===== config.mk =====
export PLATFORM = sky130hd
export DESIGN_NAME = seven_segment_scan_ctrl
export DESIGN_NICKNAME = d
export VERILOG_FILES = /design/src/rtl/seven_segment_scan_ctrl_pkg.sv /design/src/rtl/seven_segment_scan_ctrl_hex_to_seg.sv /design/src/rtl/seven_segment_scan_ctrl.sv
export SDC_FILE = /design/constraint.sdc
export NUM_CORES = 1
export LEC_CHECK = 0
export BUFFER_PORTS_ARGS = -buffer_cell sky130_fd_sc_hd__buf_2
export CORE_AREA = 10 10 88 90
export DETAILED_ROUTE_END_ITERATION = 8
export DIE_AREA = 0 0 98 100
export GPL_TIMING_DRIVEN = 0
export PLACE_DENSITY = 0.56
export SETUP_SLACK_MARGIN = 0.3
export SYNTH_ARGS = -nofsm -noshare
export SYNTH_HDL_FRONTEND = slang
export SYNTH_SLANG_ARGS = --single-unit

===== constraint.sdc =====
create_clock -name clk -period 4.25 [get_ports clk]
set_clock_uncertainty 0.15 [all_clocks]
set_input_delay 0.2125 -clock clk [delete_from_list [all_inputs] [get_ports clk]]
set_output_delay 0.2125 -clock clk [all_outputs]
set_load 0.02 [all_outputs]

===== src/rtl/seven_segment_scan_ctrl_pkg.sv =====
// Shared constants, FSM encoding and glyph table
// for the dual-digit 7-segment scan controller.
package seven_segment_scan_ctrl_pkg;

  localparam int F_CLK_12M_HZ = 12_000_000;
  localparam int F_REFRESH_HZ = 100;
  localparam int F_SLOT_12M   = F_CLK_12M_HZ / (2 * F_REFRESH_HZ);
  localparam int F_GAP_12M    = 120;

  typedef enum logic [1:0] {
    SHOW_HI = 2'd0,
    GAP_HL  = 2'd1,
    SHOW_LO = 2'd2,
    GAP_LH  = 2'd3
  } scan_state_t;

  // gfedcba, entry 15 first so SEG_TABLE[n] is glyph n
  localparam logic [15:0][6:0] SEG_TABLE = {
    7'h71, 7'h79, 7'h5E, 7'h39,
    7'h7C, 7'h77, 7'h6F, 7'h7F,
    7'h07, 7'h7D, 7'h6D, 7'h66,
    7'h4F, 7'h5B, 7'h06, 7'h3F
  };

  function automatic int max2(input int a, input int b);
    return (a > b) ? a : b;
  endfunction

endpackage


===== src/rtl/seven_segment_scan_ctrl_hex_to_seg.sv =====
// Combinational hex nibble to segment glyph
// lookup, 1 = segment lit.
module hex_to_seg
  import seven_segment_scan_ctrl_pkg::*;
#(
  parameter int DW = 7
) (
  input  logic [3:0]    i_nib,
  output logic [DW-1:0] o_seg
);

  assign o_seg = DW'(SEG_TABLE[i_nib]);

endmodule


===== src/rtl/seven_segment_scan_ctrl.sv =====
// Two-digit multiplexed 7-segment driver with
// frame-aligned value update and blanking gaps.
module seven_segment_scan_ctrl
  import seven_segment_scan_ctrl_pkg::*;
#(
  parameter int AW          = 8,
  parameter int DW          = 7,
  parameter int SLOT_CYCLES = F_SLOT_12M,
  parameter int GAP_CYCLES  = F_GAP_12M
) (
  input  logic          clk,
  input  logic          reset,
  input  logic [AW-1:0] value_in,
  input  logic          value_valid,
  output logic          value_ready,
  input  logic          blank,
  input  logic          lz_blank,
  output logic [DW-1:0] led_port,
  output logic          c,
  output logic          frame
);

  localparam int CW = $clog2(max2(SLOT_CYCLES, GAP_CYCLES));
  localparam logic [CW-1:0] SLOT_LD = CW'(SLOT_CYCLES - 1);
  localparam logic [CW-1:0] GAP_LD  = CW'(GAP_CYCLES - 1);

  scan_state_t   r_state;
  logic [CW-1:0] r_cnt;
  logic [AW-1:0] r_active;
  logic [AW-1:0] r_pending;
  logic          r_pend_full;
  logic [DW-1:0] r_led;
  logic          r_c;
  logic          r_frame;

  scan_state_t   w_state_nxt;
  logic [CW-1:0] w_cnt_nxt;
  logic [AW-1:0] w_active_nxt;
  logic [3:0]    w_nib;
  logic [DW-1:0] w_seg;
  logic [DW-1:0] w_led_nxt;
  logic          w_bound;
  logic          w_accept;

  assign w_bound  = (r_state == GAP_LH) && (r_cnt == '0);
  assign w_accept = value_valid && !r_pend_full;

  always_comb begin
    w_state_nxt = r_state;
    w_cnt_nxt   = r_cnt - 1'b1;
    if (r_cnt == '0) begin
      unique case (r_state)
        SHOW_HI: begin
          w_state_nxt = GAP_HL;
          w_cnt_nxt   = GAP_LD;
        end
        GAP_HL: begin
          w_state_nxt = SHOW_LO;
          w_cnt_nxt   = SLOT_LD;
        end
        SHOW_LO: begin
          w_state_nxt = GAP_LH;
          w_cnt_nxt   = GAP_LD;
        end
        GAP_LH: begin
          w_state_nxt = SHOW_HI;
          w_cnt_nxt   = SLOT_LD;
        end
        default: begin
          w_state_nxt = GAP_LH;
          w_cnt_nxt   = GAP_LD;
        end
      endcase
    end
  end

  // Outputs are computed from the state being entered so
  // they change on the same edge as the state itself.
  assign w_active_nxt = (w_bound && r_pend_full) ? r_pending : r_active;
  assign w_nib = (w_state_nxt == SHOW_HI) ? w_active_nxt[AW-1:4]
                                          : w_active_nxt[3:0];

  hex_to_seg #(
    .DW(DW)
  ) u_hex_to_seg (
    .i_nib(w_nib),
    .o_seg(w_seg)
  );

  always_comb begin
    w_led_nxt = '0;
    unique case (1'b1)
      (w_state_nxt == SHOW_HI): begin
        if (!(lz_blank && w_nib == 4'h0))
          w_led_nxt = w_seg;
      end
      (w_state_nxt == SHOW_LO): w_led_nxt = w_seg;
      default: w_led_nxt = '0;
    endcase
    if (blank)
      w_led_nxt = '0;
  end

  always_ff @(posedge clk) begin
    if (reset) begin
      r_state     <= GAP_LH;
      r_cnt       <= GAP_LD;
      r_active    <= '0;
      r_pending   <= '0;
      r_pend_full <= 1'b0;
      r_led       <= '0;
      r_c         <= 1'b0;
      r_frame     <= 1'b0;
    end else begin
      r_state     <= w_state_nxt;
      r_cnt       <= w_cnt_nxt;
      r_active    <= w_active_nxt;
      if (w_accept)
        r_pending <= value_in;
      r_pend_full <= w_accept | (r_pend_full & ~w_bound);
      r_led       <= w_led_nxt;
      r_c         <= (w_state_nxt == SHOW_HI) ||
                     (w_state_nxt == GAP_HL);
      r_frame     <= w_bound;
    end
  end

  assign value_ready = ~r_pend_full;
  assign led_port    = r_led;
  assign c           = r_c;
  assign frame       = r_frame;

endmodule


# Word level (Yosys, flattened, before mapping)
# Memory sizes are Yosys's and may differ from the RTL's.
# Cells that the tools add are included.
# totals
regBits	44
mem_bits_ro	112
inputBits	13
out_inout_bits	10
wordCells	42
mem_count	1
# op_classes
n_addsub	1
magnitude_cmp	1
eq_ne	5
mux	9
n_bitwise	4
reduce_logical	13
# mem_list
memory	depth	word_bits	read_ports	rd_clocked_by_memory_dff	wr	line	text
(no name shown)	16	7	1	0	0	seven_segment_scan_ctrl_hex_to_seg.sv:12	assign o_seg = DW'(SEG_TABLE[i_nib]);
# op_table
operator	count
$pmux 16 s2	1
$logic_not 16->1	1
$mux 16	1
$sub 16x1->16 const B	1
$mux 7	2
$pmux 7 s2	1
$mux 8	1
$pmux 2 s4	1
$eq 2x2->1 const B	3
$reduce_or 2->1	3
$lt 4x5->1 const B	1
$eq 2x1->1 const B	2
$logic_and 1x1->1	4
$logic_not 2->1	2
$logic_not 4->1	1
$mux 4	1
$mux 2	1
$not 1->1	2
$and 1x1->1	1
$logic_not 1->1	1
$logic_or 1x1->1	1
$or 1x1->1	1

# Longest topological paths before layout
# Gate-level depths: netlist of run 1.
# depth
depth_word	9
mapped_depth	14
mapped_depth_nobuf	13

# Modules after synthesis
# A second synthesis of run 1 with hierarchy kept.
# hier_totals
cells_unflattened	260
area_unflattened_um2	2394.8
# modules_own_cells
mod	instances	cells_each	area_per_inst_um2	seq_area_each_um2
seven_segment_scan_ctrl	1	227	2112.0	880.8
hex_to_seg	1	33	282.8	0.0

# Worst setup path before layout of run 1
# OpenSTA, ideal clock, no wires.
# synth_path
kind	flip-flop to flip-flop
from	register r_state[0]
to	register r_led[3], in the netlist led_port[3]
setup_ps	121
arrival_time_ps	2965
required_time_ps	3979
path_slack_ps	1015
stages_incl_launch_ff	10
path_buffers	0
period_less_slack_ps	3235
path_cell_list	dfxtp_1 > inv_1 > ha_1 > nor3_1 > mux4_2 > o21ai_0 > ha_1 > or3_1 > nand2_1 > nor4_2
# synth_via
elab_chain_cells	9
word_cells_on_any_way	18
cone_classes	eq/ne (4); mux (7); reduce/logical (6); memory (1)
# synth_lines
element	line	text
start: declaration	seven_segment_scan_ctrl.sv:27	scan_state_t r_state;
start signal: assignment	seven_segment_scan_ctrl.sv:115	r_state <= w_state_nxt;
$eq 2x2->1, or another cell as far along	seven_segment_scan_ctrl.sv:45, seven_segment_scan_ctrl.sv:52	
$pmux 2 s4 / $logic_and 1x1->1 (equally long branches)	seven_segment_scan_ctrl.sv:52, seven_segment_scan_ctrl.sv:45	
$mux 2 / $logic_and 1x1->1 (equally long branches)	seven_segment_scan_ctrl.sv:51, seven_segment_scan_ctrl.sv:79	
$logic_not 2->1 / $mux 8 (equally long branches)	seven_segment_scan_ctrl.sv:80, seven_segment_scan_ctrl.sv:93, seven_segment_scan_ctrl.sv:79	
$mux 4	seven_segment_scan_ctrl.sv:80	assign w_nib = (w_state_nxt == SHOW_HI) ? w_active_nxt[AW-1:4]
$mem_v2 16x7 / $logic_not 4->1 (equally long branches)	--	
$mux 7 (implied by the code) / $logic_and 1x1->1 (equally long branches)	seven_segment_scan_ctrl_hex_to_seg.sv:12, seven_segment_scan_ctrl.sv:94	
$mux 7	seven_segment_scan_ctrl.sv:94	if (!(lz_blank && w_nib == 4'h0))
$pmux 7 s2 *	seven_segment_scan_ctrl.sv:92	unique case (1'b1)
end signal: assignment	seven_segment_scan_ctrl.sv:121	r_led <= w_led_nxt;
end: declaration	seven_segment_scan_ctrl.sv:32	logic [DW-1:0] r_led;
# Every way passes the cells marked *; elsewhere a longest branch is shown, timed or not. The select of a mux whose other input is x is not followed.
# A chain may end at the register's enable or synchronous reset.

# Worst setup path after layout of run 1
# layout_path
from	register r_state[0]
to	register r_led[0], in the netlist led_port[0]
# Same word-level chain as after synthesis.

==> metrics.yaml, run 1 <==
tightest_slew_ps: 744
diodes: 0
async_flop_share_pct: 0
wl_per_cell_um: 13.6
start_kind: "flip-flop"
final_common_cell: "dfxtp_1"
die_y_um: 100
synth_largest_area_cell: "dfxtp_1"
vias_per_cell: 5.00
cts.sinks: 44
crit_fanout: 7
cp.arrival_ps: 3680
fmax_mhz: 278
cts.path.max_buffers: 2
syn-cell-area_mm2: 0.00235
port_buffers: 22
yosys-top-cells-area: "dfxtp_1 38%, mux2i_1 6.4%, ha_1 5.9%, nand2_1 5.1%, mux4_2 3.8%"
maxCapViolCount: 0
cp-end-kind: "flip-flop"
cts_inserted_buffers: 5
ys_types: 50
start_util_pct: 38.3
leakage_nw: 1.10
syn_inst: 247
pin_count: 23
firstDrtPassIters: 4
yosys_warnings: 0
rows: 29
avgSynthCellArea_um2: 9.50
num_vias: 1805
peakVddDrop_mv: 0.189
grt_setup_unrepaired: "no"
worstPathCellList: "inv_1, ha_1, nor3_2, mux4_2, o21ai_0, inv_1, ha_1, inv_1, nand2_1, mux2i_1, a221oi_1, a21oi_1"
overflow: 0
hold_violations: 0
synth_edf_count: 0
first_global_vias: 1739
cts.clk_slew.worst_paths_ps: 90
htree_num_levels: 2
fin_crit_ps: 3600
die_w_um: 98
core-area_mm2: 0.00613
crit_slowest_cell: "mux4_2"
critPathKind: "reg2reg"
synth_top_area_share_pct: 37.5
ant_nets: 0
cp_common_cell: "inv_1"
grtUsageTotal_pct: 10.2
fin_tns_setup_ps: 0
period_share_pct: 84.7
crit_required_ps: 4330
drt_iter0_drc: 70
hpwl_um: 3640
place_congestion: 0.765
grt_pass1_wl_um: 8450
cts_setup_buffers: 0
path_buf_inv: 3
report.power.total_w: 0.000794
finalSetupViolations: 0
final_max_slew_viol_count: 0
syn-num-nets: 271
ys_seq_area_share_pct: 37.5
slew_headroom_pct: 49.9
cts_root_buf: "clkbuf_8"
finish.net_count: 307
holdCritPathClass: "in2reg"
antenna_found_initial: 0
drive_above_1_share_pct: 20.4
status: "complete, no violations"
power_density_mw_per_mm2: 290
ys.flop_type: "dfxtp_1"
area_growth_pct: 16.7
drt-total-wl_um: 4910
fp.dieArea_mm2: 0.00980
cts_tree: "yes"
grt_max_degree: 15
cp_top_family: "compound AO/OA/AOI/OAI gates"
final_cell_mix: "44 x dfxtp_1, 32 x nand2_1, 24 x nor2_1"
clk_latency_ps: 300
cpPeakStageDelay_ps: 570
remaining_drc_errors: 0
ys_seq_elements: 44
cell usage after synthesis, types with 3 or more instances:
cell	instances
a21oi_1	13
clkbuf_1	5
dfxtp_1	44
ha_1	11
inv_1	12
mux2i_1	15
mux4_2	4
nand2_1	32
nand2b_1	4
nand3_1	3
nor2_1	24
nor2_2	3
nor2b_1	4
nor3_1	9
nor4_4	3
o21ai_0	7
xnor2_1	10
xor2_1	4
worst paths after layout:
kind | end | slack, ps | depth (start not counted) | startpoint
worst max-delay path | led_port[0]$_SDFF_PP0_ | 650 | 12 | r_state[0]$_SDFF_PP1_
worst max register to register | led_port[0]$_SDFF_PP0_ | 650 | 12 | r_state[0]$_SDFF_PP1_
worst min register to register | r_cnt[0]$_SDFF_PP1_ | 290 | 1 | r_cnt[0]$_SDFF_PP1_
worst min-delay path | r_pending[0]$_SDFFE_PP0P_ | 20 | 3 | value_in[0]
where the power goes:
group	leakage, nW	internal (W)	switching [W]	total, W
clock	0.0541	0.000174	0.000150	0.000324
sequential	0.357	0.000420	0.00000758	0.000427
combinational	0.687	0.0000224	0.0000209	0.0000433
cell type report:
class / count / area (µm²)
multi-input combinational: 185 / 1400
clock inverter: 3 / 42.5
inverter: 12 / 45.0
timing repair buffer: 29 / 180
clock buffer: 5 / 68.8
buffer: 6 / 23.8
tap: 77 / 96.3
fill: 608 / 3390
sequential: 44 / 881
per-layer routing:
layer	track usage (%)	vias to the layer above	share of wire, %	wire, µm
met2	14.7	43	43	2100
met1	13.9	823	51	2510
li1	-	935	-	-
met3	3.37	4	4.9	241
met5	0	-	0	0
met4	3.02	0	0.92	45
worst reg2reg max path, cell delays in order, from the launching register on:
cell      delay (ps)
dfxtp_1          460
inv_1            100
ha_1             330
nor3_2           410
mux4_2           570
o21ai_0          500
inv_1            130
ha_1             280
inv_1            120
nand2_1           60
mux2i_1          140
a221oi_1         100
a21oi_1          180
metrics by stage:
step,hold slack [ps],instance area [µm²],instances,worst slack (ps),util (%)
final,15.8,2740,361,649,44.7
after global routing,28.2,2740,361,326,44.7
after CTS,7.76,2730,361,388,44.6
after detailed placement,277,2550,346,409,41.6
after global placement,269,2550,346,478,41.6
after floorplan,146,2350,247,1010,-
state kept, by name, summed over array words and instances (netlist names):
signal	count
r_cnt	16
r_active	8
r_pending	8
led_port	7
r_state	2
c	1
frame	1
r_pend_full	1
kinds of logic after synthesis:
family / after synthesis / synth area share (%)
xor gates and xnor gates: 14 / 5.23
adders and majority gates: 11 / 5.87
AOI/OAI and AO/OA: 36 / 10.3
DFF: 44 / 37.5
muxes: 23 / 13.1
and+or+nand+nor: 101 / 25.0
buffers and inverters: 18 / 2.93
what timing repair did:
item                                   CTS  global route
setup endpoints to repair                0             7
endpoints found under the hold margin    7             0
resized for setup                        0             1
hold buffers                             7             0
(Power assumes the default switching activity.)
==> inputs of run 2 (changes only) <==
Settings changed: PLACE_DENSITY 0.56 to 0.58.
Clock period 4.25 ns to 3.3 ns, I/O delays scaled along.
==> run 2 against run 1 <==
Via count shrank 0.39%. Maximum frequency grew 24%. Count of clock-buffer cells in the layout is the same. Hold slack gained 77 ps. Register-to-register slack lost 250 ps. Final cell count grew 3.0%. Flip-flop and latch count is the same. Critical path type unchanged. Largest power group unchanged.
==> metrics.yaml, run 2 (synthesized netlist as in run 1, its figures left out) <==
status: "complete, no violations"
grtUsageTotal_pct: 10.5
clk_latency_ps: 300
die_w_um: 98
cts_inserted_buffers: 5
worstPathCellList: "inv_1, ha_1, nor3_4, mux4_2, o21ai_4, buf_4, ha_1, nor2_1, a221oi_1, a21oi_1"
final_cell_mix: "42 x dfxtp_1, 32 x nand2_1, 24 x nor2_1"
diodes: 0
start_util_pct: 38.3
start_kind: "flip-flop"
drt-total-wl_um: 5040
cpPeakStageDelay_ps: 590
cp.arrival_ps: 2940
grt_setup_unrepaired: "no"
first_global_vias: 1810
holdCritPathClass: "in2reg"
final_max_slew_viol_count: 0
maxCapViolCount: 0
vias_per_cell: 4.83
period_share_pct: 87.9
critPathKind: "reg2reg"
remaining_drc_errors: 0
hold_violations: 0
crit_required_ps: 3340
port_buffers: 22
pin_count: 23
finalSetupViolations: 0
seqCellArea_um2: 888
firstDrtPassIters: 4
cp-end-kind: "flip-flop"
grt_max_degree: 15
die_y_um: 100
wl_per_cell_um: 13.5
slew_headroom_pct: 48.3
report.power.total_w: 0.00103
crit_fanout: 7
largest_reg_flops: 16
num_vias: 1798
cts.path.max_buffers: 2
overflow: 0
cts_tree: "yes"
grt_pass1_wl_um: 8760
cts.sinks: 44
num-fill-cells: 588
power_density_mw_per_mm2: 352
peakVddDrop_mv: 0.193
place_congestion: 0.790
reg_top3: "r_cnt (16), r_active (8), r_pending (8)"
finish.net_count: 318
fmax_mhz: 345
fp.dieArea_mm2: 0.00980
drive_above_1_share_pct: 25.8
leakage_nw: 1.15
multi_input_area_mm2: 0.00148
htree_num_levels: 2
crit_slowest_cell: "mux4_2"
core-area_mm2: 0.00613
antenna_found_initial: 0
post-route-util_pct: 47.7
drt_iter0_drc: 66
tightest_slew_ps: 767
largest_register: "r_cnt"
ant_nets: 0
hpwl_um: 3640
cts.clk_slew.worst_paths_ps: 90
area_growth_pct: 24.7
rows: 29
final_common_cell: "dfxtp_1"
cts_root_buf: "clkbuf_8"
cp_common_cell: "ha_1"
fin_crit_ps: 2900
-- run 2: cell types whose count changed in the layout (fill, tap and decap cells not counted), moves of 3 or more --
| cell | previous run | this run |
|---|---|---|
| ha_1 | 11 | 7 |
| buf_4 | 0 | 7 |
| ha_4 | 0 | 3 |
| dlygate4sd3_1 | 7 | 10 |
-- run 2: metal layers --
metal | global-route usage, % | share of wire, % | up-vias
met4 | 3.13 | 1.3 | 0
met3 | 2.75 | 3.6 | 6
li1 | - | - | 957
met2 | 16.9 | 46 | 26
met1 | 13.4 | 49 | 809
met5 | 0 | 0 | -
-- run 2: stage by stage --
stage	hold slack (ps)	cells	area (µm²)	setup TNS [ps]	worst slack, ps
floorplan	98.1	247	2350	0	329
global placement	249	346	2560	-74.0	-64.6
detailed placement	257	346	2560	-108	-86.4
CTS	86.8	366	2820	0	326
global route	107	372	2930	0	313
finish	92.9	372	2930	0	400
-- run 2: area by class of cell --
| cell class | count | share of cell area [%] |
|---|---|---|
| plain buffers | 6 | 1.03 |
| clock buffers | 5 | 2.35 |
| clock inverters | 3 | 1.45 |
| inverters | 12 | 1.54 |
| multi-input cells | 185 | 50.6 |
| flip-flops and latches | 44 | 30.4 |
| well taps | 77 | 3.29 |
| repair buffers | 40 | 9.37 |
-- run 2: worst paths after layout --
kind / start / endpoint / slack (ps) / cells past startpoint
max: r_state[0]$_SDFF_PP1_ / led_port[0]$_SDFF_PP0_ / 400 / 10
min: lz_blank / led_port[5]$_SDFF_PP0_ / 90 / 4
max reg2reg: r_state[0]$_SDFF_PP1_ / led_port[0]$_SDFF_PP0_ / 400 / 10
min reg2reg: r_cnt[0]$_SDFF_PP1_ / r_cnt[0]$_SDFF_PP1_ / 290 / 1
-- run 2: what timing repair did --
item	4_1_cts	5_1_grt
hold buffers	10	0
resized for setup	8	12
hold endpoints to repair	10	0
buffers inserted	2	6
setup endpoints to repair	7	4
pin swaps	1	3
-- run 2: report_power, final --
group          internal [W]  total [W]  leakage (nW)  switching, W
Combinational     0.0000315  0.0000593         0.735     0.0000278
Clock              0.000224   0.000421        0.0541      0.000197
Sequential         0.000539   0.000548         0.357    0.00000952
Total              0.000795    0.00103          1.15      0.000234
-- run 2: worst max-delay path, delay by kind of cell (launching register included) --
family                   cells  cell delay, ps
buffers and inverters        2             240
flip-flops                   1             390
adder cells (fa/ha/maj)      2             450
multiplexers                 1             590
AO/OA/AOI/OAI                3             620
AND/OR/NAND/NOR              2             350
==> inputs of run 3 (changes only) <==
--- a/config.mk
+++ b/config.mk
@@ -12,2 +12,3 @@
 export GPL_TIMING_DRIVEN = 0
+export MAX_ROUTING_LAYER = met4
 export PLACE_DENSITY = 0.58
--- a/constraint.sdc
+++ b/constraint.sdc
@@ -4,2 +4,2 @@
 set_output_delay 0.165 -clock clk [all_outputs]
-set_load 0.02 [all_outputs]
+set_load 0.1 [all_outputs]
==> run 3 against run 2 <==
First-iteration DRC count shrank 18%. Critical path depth is the same. Global-route usage increased by 0.29 points.
==> metrics.yaml, run 3 (synthesized netlist as in run 1, its figures left out) <==
status: "complete, no violations"
hold-worst-slack_ps: 91.1
placed_area_mm2: 0.00256
power_density_mw_per_mm2: 355
grt_max_degree: 15
period_share_pct: 88.3
fin_crit_ps: 2910
overflow: 0
fmax_mhz: 343
num_vias: 1811
diodes: 0
final_cell_mix: "42 x dfxtp_1, 32 x nand2_1, 24 x nor2_1"
start_kind: "flip-flop"
r2r_slack_ps: 390
reg_top3: "r_cnt (16), r_active (8), r_pending (8)"
cpPeakStageDelay_ps: 590
holdCritPathClass: "in2reg"
cts.path.max_buffers: 2
die_w_um: 98
antenna_found_initial: 0
finalSetupViolations: 0
cp-startpoint: "r_state[0]$_SDFF_PP1_"
num-fill-cells: 586
clk_latency_ps: 300
vias_per_cell: 4.87
cts.clk_slew.worst_paths_ps: 90
place_congestion: 0.802
final_common_cell: "dfxtp_1"
cts.sinks: 44
peakVddDrop_mv: 0.193
stdcell_area_mm2: 0.00292
firstDrtPassIters: 4
hold_violations: 0
htree_num_levels: 2
cts_inserted_buffers: 5
cp_common_cell: "ha_1"
ant_nets: 0
largest_register: "r_cnt"
crit_required_ps: 3340
cts_root_buf: "clkbuf_8"
grtUsageTotal_pct: 10.8
grt_pass1_wl_um: 8750
maxCapViolCount: 0
crit_slowest_cell: "mux4_2"
final_max_slew_viol_count: 0
wl_per_cell_um: 13.5
tightest_slew_ps: 783
core-area_mm2: 0.00613
min_from: "lz_blank"
leakage_nw: 1.14
grt_setup_unrepaired: "no"
drt_iter0_drc: 54
drive_above_1_share_pct: 25.8
pin_count: 23
cp.arrival_ps: 2950
remaining_drc_errors: 0
hpwl_um: 3640
layoutNonFillerInstCount: 372
start_util_pct: 38.3
first_global_vias: 1807
drt-total-wl_um: 5020
worstPathCellList: "inv_1, ha_1, nor3_4, mux4_2, o21ai_4, buf_4, ha_1, nor2_1, a221oi_1, a21oi_1"
critPathKind: "reg2reg"
finish.net_count: 318
rows: 29
fin_tns_setup_ps: 0
fp.dieArea_mm2: 0.00980
reg2reg_from: "r_state[0]$_SDFF_PP1_"
dp_cells: 346
largest_reg_flops: 16
port_buffers: 22
crit_fanout: 7
cts_tree: "yes"
slew_headroom_pct: 47.3
die_y_um: 100
cp-end-kind: "flip-flop"
area_growth_pct: 24.5
-- run 3: repair_timing --
| action | in CTS | in global routing |
|---|---|---|
| buffers inserted | 2 | 6 |
| hold buffers | 10 | 0 |
| endpoints found under the setup margin | 7 | 4 |
| pin swaps | 1 | 3 |
| endpoints found under the hold margin | 10 | 0 |
| gates resized for setup | 8 | 11 |
-- run 3: final cells by class --
type | count | area [µm²] | share of cell area, %
buffer | 6 | 26.3 | 0.899
tap | 77 | 96.3 | 3.30
multi-input combinational | 185 | 1480 | 50.7
clock inverter | 3 | 42.5 | 1.46
sequential | 44 | 888 | 30.4
timing repair buffer | 40 | 274 | 9.38
inverter | 12 | 45.0 | 1.54
clock buffer | 5 | 68.8 | 2.36
-- run 3: through the flow --
stage / utilization, % / power (W) / setup slack, ps
global placement: 41.7 / 0.000616 / -64.6
CTS: 46.0 / 0.00105 / 326
global route: 47.6 / 0.00108 / 304
floorplan: - / 0.000599 / 329
detailed placement: 41.7 / 0.000618 / -86.4
finish: 47.6 / 0.00104 / 387
-- run 3: critical path: cells and delay by family (launching register included) --
kind	cells	cell delay, ps
adders and majority gates	2	430
buffers and inverters	2	240
DFF	1	390
AOI/OAI and AO/OA	3	640
muxes	1	590
and+or+nand+nor	2	350
-- run 3: worst paths after layout --
path                                          endpoint  cells past startpoint
worst max-delay path            led_port[0]$_SDFF_PP0_                     10
worst min register to register     r_cnt[0]$_SDFF_PP1_                      1
worst min-delay path            led_port[5]$_SDFF_PP0_                      4
worst max register to register  led_port[0]$_SDFF_PP0_                     10
-- run 3: power breakdown --
group          total [W]  internal (W)  switching (W)
Combinational  0.0000645     0.0000315      0.0000331
Sequential      0.000548      0.000539     0.00000957
Clock           0.000424      0.000224       0.000199
Total            0.00104      0.000795       0.000242
-- run 3: routing by layer --
metal  share of wire [%]  GRT usage [%]  vias to the layer above
met5                   0              -                        -
met4                 1.3           3.13                        0
met3                 3.8           2.61                        6
met2                  45           16.8                       36
met1                  49           13.5                      813
li1                    -              -                      956
